### src/rtl/bpm_acq_ctrl_if.sv
// DigitalBlock-facing bundle: soft reset, sample strobe and the result handshake.
// master = acquisition controller, slave = DigitalBlock.
interface bpm_acq_ctrl_if;
  logic       dblk_rst_n;
  logic       dblk_en;
  logic [7:0] bpm_value;
  logic       bpm_valid;
  logic       bpm_copied;

  modport master (
    output dblk_rst_n,
    output dblk_en,
    output bpm_copied,
    input  bpm_value,
    input  bpm_valid
  );

  modport slave (
    input  dblk_rst_n,
    input  dblk_en,
    input  bpm_copied,
    output bpm_value,
    output bpm_valid
  );
endinterface

### src/rtl/bpm_acq_ctrl.sv
// Acquisition sequencer for the DigitalBlock BPM datapath with a small result FIFO.
// Optional BPM_AVG_EN: push a 4-tap moving average of accepted values instead of raw ones.
module bpm_acq_ctrl #(
  parameter int unsigned CLK_DIV         = 100,
  parameter int unsigned WARMUP_BEATS    = 2,
  parameter int unsigned TIMEOUT_SAMPLES = 255,
  parameter int unsigned FIFO_DEPTH      = 4,
  parameter int unsigned BPM_MIN         = 30,
  parameter int unsigned BPM_MAX         = 220
) (
  input  logic           clk,
  input  logic           rst_n,
  input  logic           start,
  input  logic           stop,
  bpm_acq_ctrl_if.master dblk,
  input  logic           rd_en,
  output logic [7:0]     rd_data,
  output logic           fifo_empty,
  output logic           fifo_full,
  output logic           overflow,
  output logic           no_pulse,
  output logic [1:0]     state
);

  localparam int unsigned DivW  = (CLK_DIV > 1) ? $clog2(CLK_DIV) : 1;
  localparam int unsigned TickW = (TIMEOUT_SAMPLES > 0) ? $clog2(TIMEOUT_SAMPLES + 1) : 1;
  localparam int unsigned WarmW = (WARMUP_BEATS > 0) ? $clog2(WARMUP_BEATS + 1) : 1;
  localparam int unsigned PtrW  = (FIFO_DEPTH > 1) ? $clog2(FIFO_DEPTH) : 1;
  localparam int unsigned CntW  = $clog2(FIFO_DEPTH + 1);

  localparam logic [DivW-1:0]  DivLast  = DivW'(CLK_DIV - 1);
  localparam logic [TickW-1:0] TickMax  = TickW'(TIMEOUT_SAMPLES);
  localparam logic [WarmW-1:0] WarmLast = WarmW'(WARMUP_BEATS);
  localparam logic [CntW-1:0]  Depth    = CntW'(FIFO_DEPTH);
  localparam logic [7:0]       BpmLo    = 8'(BPM_MIN);
  localparam logic [7:0]       BpmHi    = 8'(BPM_MAX);

  typedef enum logic [1:0] {
    StIdle    = 2'd0,
    StWarmup  = 2'd1,
    StRun     = 2'd2,
    StNoPulse = 2'd3
  } state_e;

  state_e          state_q;
  logic [DivW-1:0] div_q, div_next;
  logic [TickW-1:0] tick_q;
  logic [WarmW-1:0] warm_q, warm_inc;
  logic            ack_pending_q;
  logic            bpm_copied_q;
  logic            dblk_rst_n_q;
  logic            dblk_en_q;
  logic            overflow_q;

  logic [7:0]      mem_q [FIFO_DEPTH];
  logic [PtrW-1:0] wr_ptr_q, rd_ptr_q;
  logic [CntW-1:0] count_q;

  logic            start_go, capture, in_range, accept;
  logic            empty, full, pop, push, drop;
  logic [7:0]      push_data;

  always_comb begin
    start_go = start && !stop && (state_q == StIdle);
    capture  = (state_q != StIdle) && dblk.bpm_valid && !ack_pending_q;
    in_range = (dblk.bpm_value >= BpmLo) && (dblk.bpm_value <= BpmHi);
    accept   = capture && in_range && ((state_q == StRun) || (state_q == StNoPulse));
    empty    = (count_q == '0);
    full     = (count_q == Depth);
    // A clearing start takes precedence over a host pop in the same cycle.
    pop      = rd_en && !empty && !start_go;
    push     = accept && (!full || pop);
    drop     = accept && full && !pop;
    div_next = (div_q == DivLast) ? '0 : div_q + 1'b1;
    warm_inc = warm_q + 1'b1;
  end

  // Sequencer: state, divider, tick/warm-up counters and all DigitalBlock-side outputs.
  always_ff @(posedge clk or negedge rst_n) begin
    if (!rst_n) begin
      state_q       <= StIdle;
      div_q         <= '0;
      tick_q        <= '0;
      warm_q        <= '0;
      ack_pending_q <= 1'b0;
      bpm_copied_q  <= 1'b0;
      dblk_rst_n_q  <= 1'b0;
      dblk_en_q     <= 1'b0;
    end else begin
      bpm_copied_q  <= capture;
      ack_pending_q <= capture || (ack_pending_q && dblk.bpm_valid);
      if (stop) begin
        state_q      <= StIdle;
        dblk_rst_n_q <= 1'b0;
        dblk_en_q    <= 1'b0;
      end else if (state_q == StIdle) begin
        if (start) begin
          state_q      <= (WARMUP_BEATS == 0) ? StRun : StWarmup;
          div_q        <= '0;
          tick_q       <= '0;
          warm_q       <= '0;
          dblk_rst_n_q <= 1'b1;
          dblk_en_q    <= 1'b0;
        end
      end else begin
        div_q     <= div_next;
        dblk_en_q <= (div_next == DivLast);
        if (capture) begin
          tick_q <= '0;
        end else if (dblk_en_q && (tick_q != TickMax)) begin
          tick_q <= tick_q + 1'b1;
        end
        case (state_q)
          StWarmup: begin
            if (capture) begin
              warm_q <= warm_inc;
              if (warm_inc == WarmLast) state_q <= StRun;
            end else if (tick_q == TickMax) begin
              state_q <= StNoPulse;
            end
          end
          StRun: begin
            if (!capture && (tick_q == TickMax)) state_q <= StNoPulse;
          end
          StNoPulse: begin
            if (accept) state_q <= StRun;
          end
          default: ;
        endcase
      end
    end
  end

  always_ff @(posedge clk or negedge rst_n) begin
    if (!rst_n) begin
      wr_ptr_q   <= '0;
      rd_ptr_q   <= '0;
      count_q    <= '0;
      overflow_q <= 1'b0;
    end else if (start_go) begin
      wr_ptr_q   <= '0;
      rd_ptr_q   <= '0;
      count_q    <= '0;
      overflow_q <= 1'b0;
    end else begin
      if (push) wr_ptr_q <= wr_ptr_q + 1'b1;
      if (pop)  rd_ptr_q <= rd_ptr_q + 1'b1;
      if (push && !pop) begin
        count_q <= count_q + 1'b1;
      end else if (pop && !push) begin
        count_q <= count_q - 1'b1;
      end
      if (drop) overflow_q <= 1'b1;
    end
  end

  always_ff @(posedge clk) begin
    if (push) mem_q[wr_ptr_q] <= push_data;
  end

`ifdef BPM_AVG_EN
  // The incoming value is the fourth tap; only the three previous accepted values are stored.
  logic [7:0] hist_q [3];
  logic       hist_live_q;
  logic       preload;
  logic [9:0] avg_sum;

  always_comb begin
    preload = !hist_live_q || (state_q != StRun);
    if (preload) begin
      avg_sum = {dblk.bpm_value, 2'b00} + 10'd2;
    end else begin
      avg_sum = 10'(dblk.bpm_value) + 10'(hist_q[0]) + 10'(hist_q[1]) + 10'(hist_q[2]) + 10'd2;
    end
    push_data = avg_sum[9:2];
  end

  always_ff @(posedge clk or negedge rst_n) begin
    if (!rst_n) begin
      hist_live_q <= 1'b0;
      hist_q[0]   <= '0;
      hist_q[1]   <= '0;
      hist_q[2]   <= '0;
    end else if (start_go) begin
      hist_live_q <= 1'b0;
    end else if (accept) begin
      hist_live_q <= 1'b1;
      hist_q[0]   <= dblk.bpm_value;
      hist_q[1]   <= preload ? dblk.bpm_value : hist_q[0];
      hist_q[2]   <= preload ? dblk.bpm_value : hist_q[1];
    end
  end
`else
  assign push_data = dblk.bpm_value;
`endif

  assign dblk.dblk_rst_n = dblk_rst_n_q;
  assign dblk.dblk_en    = dblk_en_q;
  assign dblk.bpm_copied = bpm_copied_q;
  assign rd_data         = empty ? 8'h00 : mem_q[rd_ptr_q];
  assign fifo_empty      = empty;
  assign fifo_full       = full;
  assign overflow        = overflow_q;
  assign no_pulse        = (state_q == StNoPulse);
  assign state           = state_q;

endmodule
### src/flat_wrapper.sv
// flat-port wrapper written by rule: the top's interface ports become plain ports
module bpm_acq_ctrl_flat 
#(
  parameter int unsigned CLK_DIV         = 100,
  parameter int unsigned WARMUP_BEATS    = 2,
  parameter int unsigned TIMEOUT_SAMPLES = 255,
  parameter int unsigned FIFO_DEPTH      = 4,
  parameter int unsigned BPM_MIN         = 30,
  parameter int unsigned BPM_MAX         = 220
)
  (clk, rst_n, start, stop, rd_en, rd_data, fifo_empty, fifo_full, overflow, no_pulse, state, dblk_dblk_rst_n, dblk_dblk_en, dblk_bpm_copied, dblk_bpm_value, dblk_bpm_valid);
  bpm_acq_ctrl_if dblk_i ();
  input  logic clk;
  input  logic rst_n;
  input  logic start;
  input  logic stop;
  input  logic rd_en;
  output logic [7:0] rd_data;
  output logic fifo_empty;
  output logic fifo_full;
  output logic overflow;
  output logic no_pulse;
  output logic [1:0] state;
  output wire logic [$bits(dblk_i.dblk_rst_n)-1:0] dblk_dblk_rst_n;
  output wire logic [$bits(dblk_i.dblk_en)-1:0] dblk_dblk_en;
  output wire logic [$bits(dblk_i.bpm_copied)-1:0] dblk_bpm_copied;
  input wire logic [$bits(dblk_i.bpm_value)-1:0] dblk_bpm_value;
  input wire logic [$bits(dblk_i.bpm_valid)-1:0] dblk_bpm_valid;
  assign dblk_dblk_rst_n = dblk_i.dblk_rst_n;
  assign dblk_dblk_en = dblk_i.dblk_en;
  assign dblk_bpm_copied = dblk_i.bpm_copied;
  assign dblk_i.bpm_value = dblk_bpm_value;
  assign dblk_i.bpm_valid = dblk_bpm_valid;
  bpm_acq_ctrl #(.CLK_DIV(CLK_DIV), .WARMUP_BEATS(WARMUP_BEATS), .TIMEOUT_SAMPLES(TIMEOUT_SAMPLES), .FIFO_DEPTH(FIFO_DEPTH), .BPM_MIN(BPM_MIN), .BPM_MAX(BPM_MAX)) u_core (.clk(clk), .rst_n(rst_n), .start(start), .stop(stop), .dblk(dblk_i), .rd_en(rd_en), .rd_data(rd_data), .fifo_empty(fifo_empty), .fifo_full(fifo_full), .overflow(overflow), .no_pulse(no_pulse), .state(state));
endmodule
### config.mk
export PLATFORM = sky130hd
export DESIGN_NAME = bpm_acq_ctrl_flat
export DESIGN_NICKNAME = d
export VERILOG_FILES = /design/src/rtl/bpm_acq_ctrl_if.sv /design/src/rtl/bpm_acq_ctrl.sv /design/src/flat_wrapper.sv
export SDC_FILE = /design/constraint.sdc
export NUM_CORES = 1
export LEC_CHECK = 0
export CORE_MARGIN = 3
export CORE_UTILIZATION = 35
export CTS_BUF_LIST = sky130_fd_sc_hd__clkbuf_8 sky130_fd_sc_hd__clkbuf_16
export CTS_CLUSTER_SIZE = 8
export DETAILED_ROUTE_END_ITERATION = 12
export GPL_TIMING_DRIVEN = 0
export PLACE_DENSITY = 0.62
export SYNTH_ARGS = -nofsm -noshare
export SYNTH_HDL_FRONTEND = slang
export SYNTH_SLANG_ARGS = --single-unit
### constraint.sdc
create_clock -name clk -period 2.6 [get_ports clk]
set_input_delay 0.52 -clock clk [delete_from_list [all_inputs] [get_ports clk]]
set_output_delay 0.52 -clock clk [all_outputs]
set_load 0.01 [all_outputs]
Word-level counts from Yosys, hierarchy flattened
Memories as Yosys holds them, arrays and structs flattened.
Cells that the tools add are included.
{ "classes": {"addsub": 7, "bitwise_logic": 1, "n_eq_ne": 15, "order_cmp": 2, "muxes": 38, "reduce_logical": 46} }
{ "ops": {"columns": ["operator", "n"], "rows": [
  ["8-bit two-way mux", 5],
  ["2-bit two-way mux", 16],
  ["7-bit two-way mux", 3],
  ["1-bit logical AND", 17],
  ["2-bit nonzero test", 8],
  ["7-bit equality test (second input constant)", 2],
  ["1-bit two-way mux", 10],
  ["3-bit two-way mux", 3],
  ["8-bit by 1-bit adder with 8-bit output (second input constant)", 1],
  ["8-bit equality test (second input constant)", 1],
  ["8-bit by 5-bit greater-or-equal comparator with 1-bit output (second input constant)", 1],
  ["8-bit less-or-equal comparator (second input constant)", 1],
  ["1-bit zero test", 8],
  ["8-bit inequality test (second input constant)", 1],
  ["7-bit by 1-bit adder with 7-bit output (second input constant)", 1],
  ["2-bit by 1-bit adder with 2-bit output (second input constant)", 3],
  ["2-bit equality test (second input constant)", 3],
  ["2-bit one-hot mux with 3 select lines", 1],
  ["6-bit AND reduction", 1],
  ["3-bit nonzero test", 2],
  ["5-bit by 2-bit inequality test with 1-bit output (second input constant)", 1],
  ["5-bit inequality test (second input constant)", 1],
  ["5-bit nonzero test", 1],
  ["4-bit by 2-bit inequality test with 1-bit output (second input constant)", 1],
  ["other kinds (14)", 17]
]} }
{ "word_totals": {"input_bits": 14, "ff_bits": 31, "mem_count": 1, "ramBits": 32, "word_cells": 122, "out_inout_bits": 17} }
{ "memory_table": {"columns": ["name", "depth", "word_bits", "rd", "rd_ports_with_merged_regs", "write_ports", "line", "source"], "rows": [
  ["u_core.mem_q", 4, 8, 1, 0, 1, "bpm_acq_ctrl.sv:55", "logic [7:0] mem_q [FIFO_DEPTH];"]
]} }

Depth between registers and ports, before layout
{ "depth": {"word_depth": 12, "ltp_mapped": 9, "ltp_nobuf": 8} }

Worst setup path after synthesis
Ideal clock, no wire load.
{ "synth_path": {"path_kind": "input port to flip-flop", "start": "input stop", "end": "register u_core.count_q[2]", "setup_time_ns": 0.077, "t_required_ns": 2.523, "arrival_ns": 2.573, "n_path_buf": 1, "path_slack_ns": -0.050, "stages": 9, "cell_sequence": "buf_2 nor4b_4 o21ai_1 and2_1 ha_1 fa_1 xnor2_1 or3_1 a21oi_1"} }
{ "synth_via": {"elab_chain_len": 10, "elab_cells_between_ends": 14, "classes_between": "mux: 2; reduce/logical: 12"} }
{ "synth_rtl": {"columns": ["element", "line", "source"], "rows": [
  ["from (decl)", "flat_wrapper.sv:16", "input logic stop;"],
  ["1-bit zero test *", "bpm_acq_ctrl.sv:64", "start_go = start && !stop && (state_q == StIdle);"],
  ["1-bit logical AND * (2 in a row)", "bpm_acq_ctrl.sv:64", null],
  ["1-bit zero test", "bpm_acq_ctrl.sv:71", "pop = rd_en && !empty && !start_go;"],
  ["1-bit logical AND", "bpm_acq_ctrl.sv:71", null],
  ["1-bit logical OR", "bpm_acq_ctrl.sv:72", "push = accept && (!full || pop);"],
  ["1-bit logical AND", "bpm_acq_ctrl.sv:72", null],
  ["1-bit logical AND or 1-bit zero test (tied branches)", "bpm_acq_ctrl.sv:148, bpm_acq_ctrl.sv:150", null],
  ["3-bit two-way mux or 1-bit logical AND (tied branches)", "bpm_acq_ctrl.sv:148, bpm_acq_ctrl.sv:150", null],
  ["3-bit two-way mux or 3-bit nonzero test (tied branches)", null, null],
  ["to (signal assigned)", "bpm_acq_ctrl.sv:149", "count_q <= count_q + 1'b1;"],
  ["to (signal assigned)", "bpm_acq_ctrl.sv:151", "count_q <= count_q - 1'b1;"],
  ["to (decl)", "bpm_acq_ctrl.sv:57", "logic [CntW-1:0] count_q;"]
]} }
Every way passes the cells marked *; elsewhere a longest branch is shown, timed or not.
A chain may end at the register's enable or synchronous reset.

Final worst setup path
{ "layout_path": {"start": "register u_core.rd_ptr_q[0]", "end": "output rd_data[2]"} }
{ "layout_via": {"elab_chain_len": 2} }
{ "layout_rtl": {"columns": ["element", "line", "source"], "rows": [
  ["from (decl)", "bpm_acq_ctrl.sv:56", "logic [PtrW-1:0] wr_ptr_q, rd_ptr_q;"],
  ["from (signal assigned)", "bpm_acq_ctrl.sv:147", "if (pop) rd_ptr_q <= rd_ptr_q + 1'b1;"],
  ["memory read 4 x 8 bit", null, null],
  ["8-bit two-way mux", "bpm_acq_ctrl.sv:200", "assign rd_data = empty ? 8'h00 : mem_q[rd_ptr_q];"],
  ["to (decl)", "flat_wrapper.sv:18", "output logic [7:0] rd_data;"]
]} }
Every way passes these cells.

==> flow_summary.json <==
{
  "status": "completed",
  "slew_headroom_pct": 42.8,
  "port_buffers": 29,
  "wirelength_um": 6610,
  "std_cell_rows": 34,
  "syn-cell-area_mm2": 0.00317,
  "antenna_cells": 0,
  "drv_cap": 0,
  "grt_max_degree": 32,
  "area_growth_syn_to_layout_pct": 21.6,
  "synthFlopType": "edfxtp_1",
  "cts_tree": "built",
  "dieArea_mm2": 0.0102,
  "avgSynthCellArea_um2": 12.0,
  "postRouteAntennaNets": 0,
  "period_share_pct": 97.3,
  "timing.final.ws_setup_ns": 0.0694,
  "synth_edf_count": 32,
  "multi_input_area_mm2": 0.00137,
  "n_fill_cell": 838,
  "min_period_ns": 2.53,
  "critPathLaunchType": "flop",
  "yosysSeqAreaShare_pct": 54.8,
  "final_net_count": 329,
  "seq_area_mm2": 0.00174,
  "grt_pass1_wl_um": 11100,
  "clk_pin_slew_ns": 0.08,
  "die_w_um": 101,
  "max_freq_mhz": 395,
  "endpoint_kind": "output pin",
  "critPathArrivalTime_ns": 2.01,
  "tightest_slew_ns": 0.847,
  "antenna_found_initial": 0,
  "core_mm2": 0.00876,
  "hold_buffers": 0,
  "pre_cts_ws_ns": -0.645,
  "dp_hpwl_um": 4590,
  "grt_util_all_layers_pct": 13.8,
  "hold_viol_final": 0,
  "initial_core_util_pct": 36.2,
  "ios": 31,
  "yosysUniqueCellTypes": 59,
  "worstPathRequired_ns": 2.08,
  "viasPerCell": 5.41,
  "setup_viol_count_final": 0,
  "clkLatencyLatePin_ns": 0.34,
  "gr-total-overflow": 0,
  "powerDensity_mw_per_mm2": 726,
  "worstHoldPathType": "in -> async",
  "wl_per_cell_um": 15.8,
  "grt_pass1_vias": 2236,
  "firstDrtPassIters": 4,
  "num_vias": 2262,
  "whs_ns": 0.232,
  "clk_path_buf_depth": 2,
  "worstPathMaxFanout": 10,
  "syn_nets": 288,
  "synth-async-reset-ratio_pct": 49.2,
  "final_max_slew_viol_count": 0,
  "fin_setup_tns_ns": 0,
  "ys_warn_count": 0,
  "drive_gt1_share_pct": 16.8,
  "drc": 0,
  "initialDrtViolationCount": 96,
  "finalClockSkew_ns": 0.00819,
  "cellLeakagePower_nw": 1.55,
  "cts_buffers": 9,
  "cts_sinks": 63,
  "htreeDepth": 3,
  "gp_congestion": 0.814,
  "yosys_register_bits": 63,
  "syn_inst": 264,
  "die_y_um": 101,
  "vdd_ir_drop_max_mv": 0.265,
  "path_class": "reg -> out",
  "cts_root_buf": "clkbuf_8"
}
-- Yosys cell counts (all sizes together), types with 5 or more instances --
master,count,area share (%)
edfxtp,32,30
nor3,6,0.95
o31ai,7,1.8
o21ai,10,1.6
mux4,8,5.7
dfrtp,31,24
nand2,20,2.4
or3,8,1.6
and2,10,2.0
buf,7,1.4
inv,13,1.5
o211ai,5,1.2
nand3,18,2.8
nor2,11,1.3
and3,7,1.5
ha,9,3.6
a21oi,6,0.95
-- power breakdown --
part	total, mW	internal [mW]	switching, mW
logic	0.845	0.465	0.380
registers	1.19	1.11	0.0782
clock network	0.769	0.355	0.414
total	2.80	1.93	0.872
-- state kept, by name, indices dropped and copies added, names as in the netlist --
register                flops
u_core.mem_q               32
u_core.tick_q               8
u_core.div_q                7
u_core.count_q              3
u_core.rd_ptr_q             2
u_core.state                2
u_core.warm_q               2
u_core.wr_ptr_q             2
u_core.ack_pending_q        1
u_core.dblk.bpm_copied      1
u_core.dblk.dblk_en         1
u_core.dblk.dblk_rst_n      1
u_core.overflow             1
-- cells by family after synthesis --
kind of cell,synth area share (%)
buf+inv,3.35
mux,6.00
flops,54.8
xor+xnor,1.10
compound gates,12.2
simple gates,18.4
fa+ha+maj,4.18
-- metrics by stage --
| stage | total power, mW | cell area, um2 | util [%] | std cells |
|---|---|---|---|---|
| floorplan | 1.69 | 3180 | - | 264 |
| global placement | 2.02 | 3610 | 41.2 | 401 |
| detailed placement | 2.04 | 3600 | 41.1 | 401 |
| CTS | 2.82 | 3810 | 43.4 | 417 |
| global route | 2.97 | 3860 | 44.0 | 418 |
| finish | 2.80 | 3860 | 44.0 | 418 |
-- what timing repair did --
item,CTS,global route
pin swaps,2,2
endpoints found under the setup margin,10,10
resized for setup,6,13
setup buffers,2,1
-- layout make-up --
type	count	share of cell area [%]
Clock buffer	9	3.21
Tap cell	108	3.50
Multi-Input combinational cell	178	35.5
Buffer	8	1.69
Sequential cell	63	45.0
Clock inverter	7	1.36
Inverter	13	1.27
Timing Repair Buffer	32	8.50
-- cells in the final DEF (no fill, tap or decap), drive strengths merged, types with 9 or more instances in the layout --
cell	count
nand3	18
clkbuf	11
nor2	11
dlymetal6s2s	9
edfxtp	32
inv	17
and2	10
dfrtp	31
o21ai	10
nand2	20
clkdlybuf4s50	17
buf	10
ha	9
-- path summary, 6_finish.rpt --
check	startpoint	to	slack (ns)	cells after the start
min in group clk	stop	u_core.state[1]	0.46	2
hold reg to reg	u_core.dblk.dblk_rst_n	u_core.dblk.dblk_rst_n	0.48	1
setup / recovery	u_core.rd_ptr_q[0]	rd_data[2]	0.07	4
hold / removal	rst_n	u_core.div_q[0]	0.23	1
setup reg to reg	u_core.state[1]	u_core.count_q[2]	0.14	8
max in group asynchronous	rst_n	u_core.dblk.dblk_rst_n	1.88	1
-- routing by layer --
metal	up-vias	part of all wire, %	GRT usage [%]
li1	1082	-	-
met1	1114	46	18.6
met2	59	48	21.9
met3	7	5.0	3.72
met4	0	1.1	4.40
met5	-	0	0
-- worst max-delay path, stage by stage, from the launching register on --
cell and delay, ns:
dfrtp_1 0.37, buf_12 0.15, mux4_2 0.51, and2_1 0.17
clkdlybuf4s50_1 0.47
Power figures use the tool's default switching activity.
